<file path="config.mk">
export PLATFORM = sky130hd
export DESIGN_NAME = sha256_core_arbiter
export DESIGN_NICKNAME = d
export VERILOG_FILES = /design/src/rtl/sha256_core_arbiter.sv
export SDC_FILE = /design/constraint.sdc
export NUM_CORES = 1
export LEC_CHECK = 0
export ABC_AREA = 1
export BUFFER_PORTS_ARGS = -buffer_cell sky130_fd_sc_hd__buf_2
export CAP_MARGIN = 10
export CORE_MARGIN = 1
export CORE_UTILIZATION = 35
export CTS_CLUSTER_DIAMETER = 50
export DETAILED_ROUTE_END_ITERATION = 10
export GPL_ROUTABILITY_DRIVEN = 0
export SKIP_CTS_REPAIR_TIMING = 1
export SLEW_MARGIN = 30
export SYNTH_ARGS = -nofsm -noshare
export SYNTH_HDL_FRONTEND = slang
export SYNTH_SLANG_ARGS = --single-unit
export TNS_END_PERCENT = 1
</file>
<file path="constraint.sdc">
create_clock -name i_clk -period 2.4 [get_ports i_clk]
set_clock_uncertainty 0.1 [all_clocks]
set_input_delay 0.24 -clock i_clk [delete_from_list [all_inputs] [get_ports i_clk]]
set_output_delay 0.24 -clock i_clk [all_outputs]
set_load 0.05 [all_outputs]
</file>
<file path="src/rtl/sha256_core_arbiter.sv">
// ============================================================================
// sha256_core_arbiter
// ----------------------------------------------------------------------------
// Shares one sha256_v2 hashing core between NUM_REQ message requesters. Only
// one requester owns the core at a time. The owner streams each 512-bit block
// as 16 words into a local 16x32 buffer. The arbiter then bursts the buffer
// into the core over 16 back-to-back write cycles and waits for the core to
// finish compressing before it accepts the next block. After the last block
// the core pads the message and steps through its READ phase by itself. The
// eight digest words are captured here and returned as one 256-bit digest.
//
// Parameters
//   NUM_REQ  number of requesters (2..8)
//   ID_W     requester-id width, clog2(NUM_REQ)
//
// Ports
//   i_clk          clock, all logic on the rising edge
//   i_rst          asynchronous active-low reset (also resets the core)
//   i_req          per-requester request level, held until its digest is taken
//   i_req_nblk     per-requester block count N, slice k belongs to requester k
//   i_req_bitmiss  per-requester missing-bit count for the last block
//   o_grant        one-hot owner, zero when idle or cooling down
//   i_wvalid       message word valid from the owner
//   i_wdata        message word, big-endian word order within a block
//   o_wready       buffer can take a word (only while filling)
//   o_dig_valid    digest valid, held until i_dig_ready
//   i_dig_ready    digest accepted
//   o_digest       {H0..H7}, H0 in [255:224]
//   o_dig_id       owner id belonging to o_digest
//   o_err          one-cycle pulse when the granted request had N == 0
//   o_core_write   core i_write
//   o_core_data    core i_data
//   o_core_N       core i_N, held for the whole job
//   o_core_bitmiss core i_bit_miss, held for the whole job
//   i_core_data    core o_data
//   i_core_done    core o_done
//   i_core_read    core o_read (READ-phase word index, 1..8)
//
// Configuration
//   SHA_ARB_FIXED_PRIO_EN  when defined, arbitration is fixed priority and the
//                          lowest requester index wins. When undefined (the
//                          default), arbitration is round-robin and starts
//                          after the last owner.
// ============================================================================
module sha256_core_arbiter #(
    parameter int NUM_REQ = 4,
    parameter int ID_W    = 2
) (
    input  logic                 i_clk,
    input  logic                 i_rst,
    input  logic [NUM_REQ-1:0]   i_req,
    input  logic [8*NUM_REQ-1:0] i_req_nblk,
    input  logic [9*NUM_REQ-1:0] i_req_bitmiss,
    output logic [NUM_REQ-1:0]   o_grant,
    input  logic                 i_wvalid,
    input  logic [31:0]          i_wdata,
    output logic                 o_wready,
    output logic                 o_dig_valid,
    input  logic                 i_dig_ready,
    output logic [255:0]         o_digest,
    output logic [ID_W-1:0]      o_dig_id,
    output logic                 o_err,
    output logic                 o_core_write,
    output logic [31:0]          o_core_data,
    output logic [7:0]           o_core_N,
    output logic [8:0]           o_core_bitmiss,
    input  logic [31:0]          i_core_data,
    input  logic                 i_core_done,
    input  logic [3:0]           i_core_read
);

    typedef enum logic [2:0] {
        S_IDLE,
        S_GRANT,
        S_FILL,
        S_BURST,
        S_WAIT_ACK,
        S_WAIT_DIG,
        S_RESP,
        S_COOL
    } state_t;

    state_t            state;
    state_t            state_nxt;

    logic [ID_W-1:0]   owner;
    logic [ID_W-1:0]   rr_ptr;
    logic [ID_W-1:0]   win_idx;
    logic [ID_W-1:0]   cand;
    logic              win_found;

    logic [7:0]        blk_cnt;
    logic [4:0]        buf_cnt;
    logic [3:0]        burst_idx;
    logic [31:0]       blk_buf [16];

    logic              done_low_seen;
    logic [3:0]        read_q;
    logic [31:0]       dig_words [8];
    logic              cool_cnt;

    logic              last_blk;
    logic              cap_word;
    logic              start_job;

    assign last_blk  = (blk_cnt == (o_core_N - 8'd1));
    // The core presents the word for index k one cycle after it shows k on
    // o_read, so the registered index selects the digest slot.
    assign cap_word  = (read_q != 4'd0) && (read_q <= 4'd8);
    assign start_job = win_found && i_core_done;

    assign o_digest  = {dig_words[0], dig_words[1], dig_words[2], dig_words[3],
                        dig_words[4], dig_words[5], dig_words[6], dig_words[7]};
    assign o_dig_id  = owner;

    // Winner selection. In round-robin mode rr_ptr holds the first candidate
    // to consider, which is one past the previous owner. Scanning from the
    // highest offset down lets the nearest requester win.
    always_comb begin
        win_found = 1'b0;
        win_idx   = '0;
        cand      = '0;
`ifdef SHA_ARB_FIXED_PRIO_EN
        for (int i = NUM_REQ - 1; i >= 0; i--) begin
            cand = ID_W'(i);
            if (i_req[cand]) begin
                win_found = 1'b1;
                win_idx   = cand;
            end
        end
`else
        for (int i = NUM_REQ - 1; i >= 0; i--) begin
            cand = ID_W'((int'(rr_ptr) + i) % NUM_REQ);
            if (i_req[cand]) begin
                win_found = 1'b1;
                win_idx   = cand;
            end
        end
`endif
    end

    // State register.
    always_ff @(posedge i_clk or negedge i_rst) begin
        if (!i_rst) begin
            state <= S_IDLE;
        end else begin
            state <= state_nxt;
        end
    end

    // Next-state logic. This block also drives the outputs that follow
    // directly from the current state.
    always_comb begin
        state_nxt    = state;
        o_wready     = 1'b0;
        o_core_write = 1'b0;
        o_core_data  = 32'd0;
        o_dig_valid  = 1'b0;
        case (state)
            S_IDLE: begin
                if (start_job) begin
                    state_nxt = S_GRANT;
                end
            end
            S_GRANT: begin
                state_nxt = (o_core_N == 8'd0) ? S_COOL : S_FILL;
            end
            S_FILL: begin
                o_wready = (buf_cnt < 5'd16);
                if (buf_cnt == 5'd16) begin
                    state_nxt = S_BURST;
                end
            end
            S_BURST: begin
                o_core_write = 1'b1;
                o_core_data  = blk_buf[burst_idx];
                if (burst_idx == 4'd15) begin
                    state_nxt = last_blk ? S_WAIT_DIG : S_WAIT_ACK;
                end
            end
            S_WAIT_ACK: begin
                // Wait for the low-then-high edge on done. A done level that
                // is still high from the previous block must not count.
                if (done_low_seen && i_core_done) begin
                    state_nxt = S_FILL;
                end
            end
            S_WAIT_DIG: begin
                if (read_q == 4'd8) begin
                    state_nxt = S_RESP;
                end
            end
            S_RESP: begin
                o_dig_valid = 1'b1;
                if (i_dig_ready) begin
                    state_nxt = S_COOL;
                end
            end
            S_COOL: begin
                if (cool_cnt) begin
                    state_nxt = S_IDLE;
                end
            end
            default: begin
                state_nxt = S_IDLE;
            end
        endcase
    end

    // Datapath: job parameters, block buffer, block and burst counters,
    // digest capture and the round-robin pointer.
    always_ff @(posedge i_clk or negedge i_rst) begin
        if (!i_rst) begin
            owner          <= '0;
            rr_ptr         <= '0;
            o_grant        <= '0;
            o_core_N       <= 8'd0;
            o_core_bitmiss <= 9'd0;
            o_err          <= 1'b0;
            blk_cnt        <= 8'd0;
            buf_cnt        <= 5'd0;
            burst_idx      <= 4'd0;
            done_low_seen  <= 1'b0;
            read_q         <= 4'd0;
            cool_cnt       <= 1'b0;
            for (int i = 0; i < 16; i++) begin
                blk_buf[i] <= 32'd0;
            end
            for (int i = 0; i < 8; i++) begin
                dig_words[i] <= 32'd0;
            end
        end else begin
            read_q <= i_core_read;
            o_err  <= 1'b0;
            case (state)
                S_IDLE: begin
                    if (start_job) begin
                        owner          <= win_idx;
                        o_grant        <= NUM_REQ'(1) << win_idx;
                        o_core_N       <= i_req_nblk[int'(win_idx) * 8 +: 8];
                        o_core_bitmiss <= i_req_bitmiss[int'(win_idx) * 9 +: 9];
                    end
                end
                S_GRANT: begin
                    blk_cnt <= 8'd0;
                    buf_cnt <= 5'd0;
                    if (o_core_N == 8'd0) begin
                        o_err    <= 1'b1;
                        o_grant  <= '0;
                        cool_cnt <= 1'b0;
                    end
                end
                S_FILL: begin
                    burst_idx <= 4'd0;
                    if (i_wvalid && o_wready) begin
                        blk_buf[buf_cnt[3:0]] <= i_wdata;
                        buf_cnt               <= buf_cnt + 5'd1;
                    end
                end
                S_BURST: begin
                    burst_idx <= burst_idx + 4'd1;
                    if (burst_idx == 4'd15) begin
                        buf_cnt       <= 5'd0;
                        done_low_seen <= 1'b0;
                        if (!last_blk) begin
                            blk_cnt <= blk_cnt + 8'd1;
                        end
                    end
                end
                S_WAIT_ACK: begin
                    if (!i_core_done) begin
                        done_low_seen <= 1'b1;
                    end
                end
                S_WAIT_DIG: begin
                    if (cap_word) begin
                        dig_words[3'(read_q - 4'd1)] <= i_core_data;
                    end
                end
                S_RESP: begin
                    if (i_dig_ready) begin
                        o_grant  <= '0;
                        cool_cnt <= 1'b0;
                    end
                end
                S_COOL: begin
                    // The two idle cycles let the core return from READ to IDLE.
                    cool_cnt <= 1'b1;
                    if (cool_cnt) begin
                        rr_ptr <= (int'(owner) == NUM_REQ - 1) ? '0 : owner + 1'b1;
                    end
                end
                default: begin
                end
            endcase
        end
    end

endmodule

</file>
# Word-level counts from Yosys, hierarchy flattened
# Index checks and enable logic that the tools add are counted.
dict set report totals {
  reg_bits 820
  in_bits 145
  out_inout_bits 315
  elab_cells 171
}
dict set report classes {
  n_addsub 9
  mul 1
  n_lt_le_gt_ge 11
  eq_ne 23
  shifts 3
  n_mux 59
  bitwise 3
  n_reduce_logical 25
}
# cell n
set ops {}
lappend ops {{bitwise mux 512 bit} 1}
lappend ops {{bitwise mux 256 bit} 1}
lappend ops {{2-to-1 mux 32 bit} 5}
lappend ops {{binary-select mux 32 bit (select 4 bit)} 1}
lappend ops {{demux 32 bit (select 4 bit)} 1}
lappend ops {{demux 32 bit (select 3 bit)} 1}
lappend ops {{variable part select 36 x 7 -> 9 bit} 1}
lappend ops {{variable part select 32 x 6 -> 8 bit} 1}
lappend ops {{2-to-1 mux 3 bit} 8}
lappend ops {{one-hot mux 3 bit (8 select lines)} 1}
lappend ops {{inequality test 2 bit (second input constant)} 11}
lappend ops {{2-to-1 mux 1 bit} 18}
lappend ops {{2-to-1 mux 8 bit} 2}
lappend ops {{one-hot mux 8 bit (2 select lines)} 1}
lappend ops {{one-hot mux 5 bit (3 select lines)} 1}
lappend ops {{== test 3 bit (second input constant)} 4}
lappend ops {{< comparator 2 x 3 -> 1 bit (second input constant)} 4}
lappend ops {{2-to-1 mux 4 bit} 3}
lappend ops {{one-hot mux 4 bit (3 select lines)} 1}
lappend ops {{AND reduction 3 bit} 4}
lappend ops {{greater-or-equal comparator 5 bit (second input constant)} 2}
lappend ops {{2-to-1 mux 2 bit} 5}
lappend ops {{2-to-1 mux 5 bit} 2}
lappend ops {{NOT 4 -> 5 bit} 2}
lappend ops {{other kinds (34)} 53}

# Longest topological paths before layout
# Gate-level depths: netlist of run 1.
dict set report logic_depth {
  ltp_word 10
  mapped_depth 15
  mapped_depth_nobuf 14
}

# Worst setup path before layout of run 1
# OpenSTA, ideal clock, no wires.
dict set report synth_timing {
  path_type {register to output}
  startpoint {register burst_idx[0]}
  endpoint {output port o_core_data[10]}
  arrival_time_ns 2.426
  required_ns 2.060
  slack_ns -0.366
  path_stages_with_launch 9
  path_buffers 3
  cell_sequence {dfrtp_1 -> clkbuf_1 -> inv_1 -> clkbuf_1 -> clkbuf_1 -> nor2_1 -> o221ai_1 -> o211ai_1 -> a21oi_1}
}
dict set report synth_between {
  elab_chain_len 5
}
# item line_no
set synth_lines {}
lappend synth_lines {{from (decl)} 94} ;# logic [3:0] burst_idx;
lappend synth_lines {{from (signal assigned)} 261} ;# burst_idx <= burst_idx + 4'd1;
lappend synth_lines {{NOT 4 -> 5 bit (not written as such)} 176} ;# o_core_data = blk_buf[burst_idx];
lappend synth_lines {{binary-select mux 32 bit (select 4 bit)} 176}
lappend synth_lines {{2-to-1 mux 32 bit (not written as such) (2 in series)} 176}
lappend synth_lines {{2-to-1 mux 32 bit} 159} ;# case (state)
lappend synth_lines {{to (decl)} 64} ;# output logic [31:0] o_core_data,
# No other way between the ends. The select of a mux whose other input is x is not followed.

# Worst setup path in the final report of run 1
dict set report layout_timing {
  startpoint {register burst_idx[0]}
  endpoint {output port o_core_data[28]}
}
# Same word-level chain as after synthesis.

==> results.json, run 1 <==
{
  "p_sw_frac": 0.456,
  "cts_max_level": 3,
  "synth_async_sr_flop_share": 1.00,
  "synthDominantCellAreaShare": 0.588,
  "insertion_delay_ns": 0.69,
  "clk_pin_slew_ns": 0.06,
  "setup_ws_ns": -0.600,
  "cp_slowest_cell": "dfrtp_4",
  "cellInternalPower_uw": 34900,
  "io_buffers": 459,
  "die_y_um": 318,
  "nets": 4663,
  "yosys_warnings": 0,
  "cts_sinks": 820,
  "syn_to_final_growth_pct": 29.8,
  "cpPeakStageDelay_ns": 0.56,
  "finalSetupViolCount": 32,
  "n_fill_cell": 9333,
  "path_class": "reg2out",
  "synthCells": 3969,
  "hpwl_um": 69100,
  "rsz0062_at_grt": "yes",
  "syn_area_um2": 34900,
  "crit_arrival_ns": 2.66,
  "slew_headroom": 0.542,
  "clock_path_buffers": 3,
  "critPathLaunchType": "flip-flop",
  "ant_nets": 0,
  "cts_buffers": 103,
  "firstDrtPassIters": 6,
  "whs_ns": -0.0435,
  "drc": 0,
  "max-cap-violations": 0,
  "cts_root_buf": "clkbuf_16",
  "seq_area_frac_synth": 0.588,
  "p_switching_uw": 29200,
  "syn-num-nets": 4123,
  "path_max_fanout": 8,
  "avgSynthCellArea_um2": 8.79,
  "endpoint_kind": "primary output",
  "hold_viol_final": 53,
  "hold_path.class": "in2reg",
  "num_vias": 30600,
  "grt_pass1_wl_um": 176000,
  "setup_tns_ns": -13.77,
  "grt_max_degree": 83,
  "wl_per_cell_um": 19.8,
  "grtUsageTotal": 0.221,
  "die_x_um": 318,
  "wl_um": 116000,
  "outcome": "complete, but fails checks",
  "violations": "negative hold slack, negative setup slack",
  "start_util": 0.354,
  "p_leak_uw": 0.0212,
  "synth_area_leaders": "dfrtp_1 (59%), o21ai_0 (15%), nand2_1 (11%)",
  "first_iter_violations": 2470,
  "vdd_drop_max_mv": 1.09,
  "viasPerCell": 5.20,
  "overflow": 0,
  "crit_top_cell": "buf_6",
  "final_util": 0.459,
  "worst_slew_pin_slew_ns": 0.687,
  "synth_edf_count": 0,
  "ys_types": 36,
  "grt_pass1_vias": 28900,
  "placementRows": 115,
  "finalCritPeriodShare": 1.25,
  "core_area_um2": 98600,
  "slew_viol_final": 0,
  "ys.flop_type": "dfrtp_1",
  "period_needed_ns": 3.00,
  "max_freq_mhz": 333,
  "drive_gt1_frac": 0.193,
  "p_comb_frac": 0.447,
  "antenna_found_initial": 4,
  "power_density_nw_per_um2": 1420,
  "p_clk_frac": 0.246,
  "cp.required_ns": 2.06,
  "seq_power_share": 0.306,
  "synth_largest_area_cell": "dfrtp_1",
  "die-area_um2": 101000,
  "path_cells": "buf_6, buf_6, clkbuf_16, o21ai_2, o22ai_1, o211ai_1, a21oi_4, buf_6",
  "num_io_pins": 460,
  "ys_ff_latch": 820,
  "cts_tree": "yes"
}
## sequential cells by signal, summed over array words and instances (netlist names), 2 cells and up
| name | cells |
|---|---|
| buf_cnt | 5 |
| o_dig_id | 2 |
| rr_ptr | 2 |
| o_core_N | 8 |
| blk_buf | 512 |
| o_grant | 4 |
| blk_cnt | 8 |
| state | 3 |
| o_core_bitmiss | 9 |
| burst_idx | 4 |
| read_q | 4 |
| o_digest | 256 |
## power by group through the flow
stage / logic (uW) / registers [uW] / clock network [uW]
global route: 30700 / 20100 / 16700
global placement: 27400 / 19700 / 0
CTS: 27700 / 19600 / 16100
floorplan: 10600 / 27700 / 0
detailed placement: 27700 / 19700 / 0
finish: 28700 / 19700 / 15800
## stage by stage
step | instances | setup slack [ns] | hold WS, ns | area, um^2 | power [uW]
after global placement | 5552 | 0.110 | 0.0940 | 40000 | 47100
final | 5885 | -0.600 | -0.0435 | 45300 | 64200
after CTS | 5743 | -0.662 | -0.654 | 43500 | 63400
after detailed placement | 5552 | 0.0905 | 0.0897 | 40000 | 47400
after floorplan | 3969 | -0.102 | -0.156 | 35100 | 38300
after global routing | 5885 | -0.660 | 0.000281 | 45300 | 67500
## synth_stat cells, drive strengths merged (3+ instances only)
| master | count |
|---|---|
| xor2 | 8 |
| nor3 | 11 |
| dfrtp | 820 |
| clkinv | 4 |
| o221ai | 94 |
| nand3b | 4 |
| clkbuf | 303 |
| nand3 | 96 |
| o22ai | 36 |
| inv | 108 |
| buf | 10 |
| nor2 | 291 |
| o211ai | 34 |
| o21ai | 1050 |
| or2 | 3 |
| nand4 | 13 |
| xnor2 | 6 |
| nand2 | 1022 |
| ha | 9 |
| a21oi | 39 |
## cells in the final DEF (no fill, tap or decap), drive strengths merged
cell type | Yosys | layout
dfrtp | 820 | 820
xor2 | 8 | 8
inv | 108 | 118
clkinvlp | 0 | 12
o21ai | 1050 | 1050
a21boi | 1 | 1
xnor3 | 1 | 1
clkbuf | 303 | 144
o221ai | 94 | 94
nand4 | 13 | 13
nor3 | 11 | 11
o31ai | 1 | 1
clkinv | 4 | 32
a221oi | 1 | 1
o22ai | 36 | 36
nor2 | 291 | 291
nor4 | 1 | 1
nand2 | 1022 | 1022
and3 | 1 | 1
nor3b | 1 | 1
nand3b | 4 | 4
o211ai | 34 | 34
a31o | 1 | 1
ha | 9 | 9
a21oi | 39 | 39
nand3 | 96 | 96
dlygate4sd3 | 0 | 120
diode | 0 | 3
xnor2 | 6 | 6
buf | 10 | 618
bufinv | 0 | 7
or2 | 3 | 3
## logic make-up (layout without fill, tap and decap cells)
| group | after synthesis | in the layout | share of synthesized area |
|---|---|---|---|
| flip-flops | 820 | 820 | 0.588 |
| adder cells (fa/ha/maj) | 9 | 9 | 0.00323 |
| XOR/XNOR | 15 | 15 | 0.00416 |
| other | 0 | 3 | 0 |
| AND/OR/NAND/NOR | 1443 | 1443 | 0.164 |
| AO/OA/AOI/OAI | 1257 | 1257 | 0.195 |
| buffers and inverters | 425 | 1051 | 0.0460 |
## final cells by class
type                       instances  area, um^2  share of cell area
antenna                            3        7.51            0.000166
clock buffer                     136        2880              0.0636
clock inverter                    55         657              0.0145
inverter                         112         453              0.0100
multi-input combinational       2724       13100               0.289
sequential                       820       20500               0.453
tap                             1287        1610              0.0356
timing repair buffer             746        6030               0.133
timing repair inverter             2        25.0            0.000553
## layer usage
metal,track usage,routed length [um]
met5,0,13
met4,0.0809,4040
met3,0.0473,7820
met2,0.354,54200
met1,0.296,50300
## critical path: cells and delay by family, from the launching register on
| kind | cells | cell delay [ns] |
|---|---|---|
| compound gates | 4 | 0.81 |
| buf+inv | 4 | 0.62 |
| flops | 1 | 0.56 |
## final timing paths
path                                            endpoint                startpoint  slack, ns  depth (start not counted)
max in group asynchronous           state[2]$_DFFE_PN0P_                     i_rst       0.86                          5
worst max register to register   o_dig_id[1]$_DFFE_PN0P_     rr_ptr[0]$_DFFE_PN0P_       0.19                         10
worst min-delay path             o_core_N[3]$_DFFE_PN0P_            i_req_nblk[27]      -0.04                          7
min in group asynchronous       blk_buf[255]$_DFFE_PN0P_                     i_rst       0.49                          3
worst min register to register  o_digest[98]$_DFFE_PN0P_  o_digest[98]$_DFFE_PN0P_       0.38                          2
worst max-delay path                     o_core_data[28]  burst_idx[0]$_DFFE_PN0P_      -0.60                          8
No activity file was read; power rests on OpenSTA's default activity.
==> run 2, diff against run 1 <==
--- a/config.mk
+++ b/config.mk
@@ -5,7 +5,6 @@
 export SDC_FILE = /design/constraint.sdc
 export NUM_CORES = 1
 export LEC_CHECK = 0
-export ABC_AREA = 1
 export BUFFER_PORTS_ARGS = -buffer_cell sky130_fd_sc_hd__buf_2
 export CAP_MARGIN = 10
 export CORE_MARGIN = 1
@@ -14,7 +13,6 @@
 export DETAILED_ROUTE_END_ITERATION = 10
 export GPL_ROUTABILITY_DRIVEN = 0
 export SKIP_CTS_REPAIR_TIMING = 1
-export SLEW_MARGIN = 30
 export SYNTH_ARGS = -nofsm -noshare
 export SYNTH_HDL_FRONTEND = slang
 export SYNTH_SLANG_ARGS = --single-unit
==> run 2 against run 1 <==
  * The flow finishes with violations (negative setup slack)
  * Sequential share of layout area is 0.54 points lower
  * Via count down 26%
  * First-iteration DRC count decreased by 51%
  * Synthesized area is 2.4% higher
  * Setup slack worse by 0.31 ns
  * Final area rose by 1.2%
  * Die area up 2.4%
  * Fmax decreased by 9.3%
  * Cell count is 26% lower
  * Combinational power down 31%
  * Clock power is essentially flat
  * Global-route usage down 2.9 points
  * Critical endpoint is now o_core_data[22]
  * Highest routed layer unchanged
==> results.json, run 2 <==
{
  "path_max_fanout": 12,
  "wl_per_cell_um": 23.4,
  "largest_register_ffs": 512,
  "finalCritPeriodShare": 1.38,
  "hold_viol_final": 0,
  "synth_area_leaders": "dfrtp_1 (57%), mux2_2 (12%), mux2_1 (12%)",
  "die_x_um": 322,
  "period_needed_ns": 3.31,
  "first_iter_violations": 1200,
  "final_cell_mix": "dfrtp_1 (813), buf_2 (450), mux2_2 (390)",
  "critPathLaunchType": "flip-flop",
  "max_freq_mhz": 302,
  "ys_types": 59,
  "grt_max_degree": 88,
  "finalSetupViolCount": 33,
  "synth_async_sr_flop_share": 1.00,
  "hold-path-cell-count": 4,
  "num_vias": 22500,
  "setup_ws_ns": -0.909,
  "yosysMostFrequentCell": "dfrtp_1",
  "core_area_um2": 101000,
  "nets": 3049,
  "grt_pass1_vias": 23900,
  "outcome": "complete, but fails checks",
  "violations": "negative setup slack",
  "n_fill_cell": 8724,
  "grtUsageTotal": 0.193,
  "reg2reg_depth": 9,
  "post-place-cells": 3997,
  "synth_edf_count": 0,
  "critPathBufInv": 3,
  "die-area_um2": 103000,
  "path_class": "reg2out",
  "cp.required_ns": 2.06,
  "worstHoldStart": "i_req[1]",
  "cpPeakStageDelay_ns": 0.52,
  "cts_root_buf": "clkbuf_16",
  "power_density_nw_per_um2": 1190,
  "cts_sinks": 820,
  "slew_headroom": 0.548,
  "worst_slew_pin_slew_ns": 0.679,
  "vdd_drop_max_mv": 1.29,
  "seq_area_frac_synth": 0.574,
  "num_io_pins": 460,
  "drc": 0,
  "clk_pin_slew_ns": 0.06,
  "max-cap-violations": 0,
  "viasPerCell": 5.19,
  "placementRows": 116,
  "min_to": "o_dig_id[1]$_DFFE_PN0P_",
  "top_register": "blk_buf",
  "die_y_um": 322,
  "slew_viol_final": 0,
  "start_util": 0.355,
  "drive_gt1_frac": 0.461,
  "ys_ff_latch": 820,
  "yosys_warnings": 0,
  "synthCells": 2247,
  "setup_tns_ns": -27.03,
  "synthDominantCellAreaShare": 0.574,
  "crit_arrival_ns": 2.97,
  "avgSynthCellArea_um2": 15.9,
  "syn-num-nets": 2401,
  "cts_tree": "yes",
  "cts_buffers": 104,
  "synth_commonest_cells": "dfrtp_1 (820), mux2_2 (390), mux2_1 (384), mux4_2 (160), clkbuf_1 (67)",
  "regToRegSetupSlack_ns": 0.01,
  "firstDrtPassIters": 6,
  "final_common_cell": "dfrtp_1",
  "io_buffers": 459,
  "syn_area_um2": 35700,
  "ant_nets": 0,
  "cts_max_level": 3,
  "ys.flop_type": "dfrtp_1",
  "antenna_found_initial": 4,
  "syn_to_final_growth_pct": 28.3,
  "endpoint_kind": "primary output",
  "insertion_delay_ns": 0.68,
  "rsz0062_at_grt": "yes",
  "clock_path_buffers": 3,
  "grt_pass1_wl_um": 151000,
  "synth_largest_area_cell": "dfrtp_1",
  "path_delay_family": "multiplexers",
  "p_leak_uw": 0.0222,
  "path_cells": "buf_12, buf_12, mux4_2, mux4_2, and2_2, buf_2",
  "cp_slowest_cell": "mux4_2",
  "hpwl_um": 61200,
  "hold_path.class": "in2reg",
  "final_cell_count_no_fill": 4340,
  "overflow": 0,
  "r2r-end": "o_digest[212]$_DFFE_PN0P_",
  "wl_um": 101000,
  "reg2reg_from": "read_q[0]$_DFF_PN0_"
}
## run 2: cell types whose count changed after synthesis, sizes merged, moves of 37 or more
cell / change
mux2i: +38
and2: +37
o21ai: -1038
nand2: -983
o221ai: -76
clkbuf: -236
nand3: -70
nor2: -263
inv: -96
mux2: +774
mux4: +160
buf: +89
## run 2: cell type report
class / count / area, um^2 / share of cell area
Clock inverter: 55 / 689 / 0.0150
Inverter: 12 / 45.0 / 0.000983
Tap cell: 1357 / 1700 / 0.0370
Timing Repair Buffer: 708 / 5300 / 0.116
Clock buffer: 135 / 2910 / 0.0635
Sequential cell: 820 / 20500 / 0.448
Antenna cell: 4 / 10.0 / 0.000218
Multi-Input combinational cell: 1249 / 14600 / 0.320
## run 2: per-layer routing
metal	wire, um	share of wire	GRT usage	vias to the layer above
met5	13	0.00013	0	-
met4	3730	0.037	0.0737	2
met3	5710	0.056	0.0432	250
met2	50300	0.50	0.320	629
met1	41700	0.41	0.245	12000
li1	-	-	-	9639
## run 2: stage by stage
step | area, um^2 | setup WS (ns) | hold slack, ns | total power (uW) | util
floorplan | 35900 | -0.0498 | -0.156 | 32400 | -
global placement | 40700 | -0.223 | 0.228 | 38100 | 0.405
detailed placement | 40700 | -0.243 | 0.225 | 38600 | 0.405
CTS | 44300 | -1.01 | -0.532 | 54900 | 0.441
global route | 45800 | -1.00 | 0.0272 | 57000 | 0.456
finish | 45800 | -0.909 | 0.0364 | 54600 | 0.456
## run 2: cell families after synthesis
kind of cell             after synthesis  share of synthesized area
flip-flops                           820                      0.574
multiplexers                         972                      0.355
AO/OA/AOI/OAI                         69                     0.0141
adder cells (fa/ha/maj)                9                    0.00315
AND/OR/NAND/NOR                      187                     0.0292
buffers and inverters                178                     0.0209
XOR/XNOR                              12                    0.00294
## run 2: tightest hold or removal path, delay by kind of cell
family	cells	cell delay, ns
buffers and inverters	1	0.11
AOI/OAI and AO/OA	3	0.39
## run 2: worst max-delay path by stage
stage | cells past startpoint | startpoint | endpoint | slack (ns)
3_5_place_dp | 6 | burst_idx[0]$_DFFE_PN0P_ | o_core_data[20] | -0.24
4_1_cts | 6 | burst_idx[0]$_DFFE_PN0P_ | o_core_data[13] | -1.01
2_1_floorplan | 6 | burst_idx[0]$_DFFE_PN0P_ | o_core_data[13] | -0.05
3_3_place_gp | 6 | burst_idx[0]$_DFFE_PN0P_ | o_core_data[19] | -0.22
6_report | 6 | burst_idx[0]$_DFFE_PN0P_ | o_core_data[22] | -0.91
5_1_grt | 6 | burst_idx[0]$_DFFE_PN0P_ | o_core_data[22] | -1.00
## run 2: report_power, final
| part | internal [uW] | switching (uW) |
|---|---|---|
| clock | 9650 | 6370 |
| sequential | 17000 | 1840 |
| combinational | 7000 | 12700 |
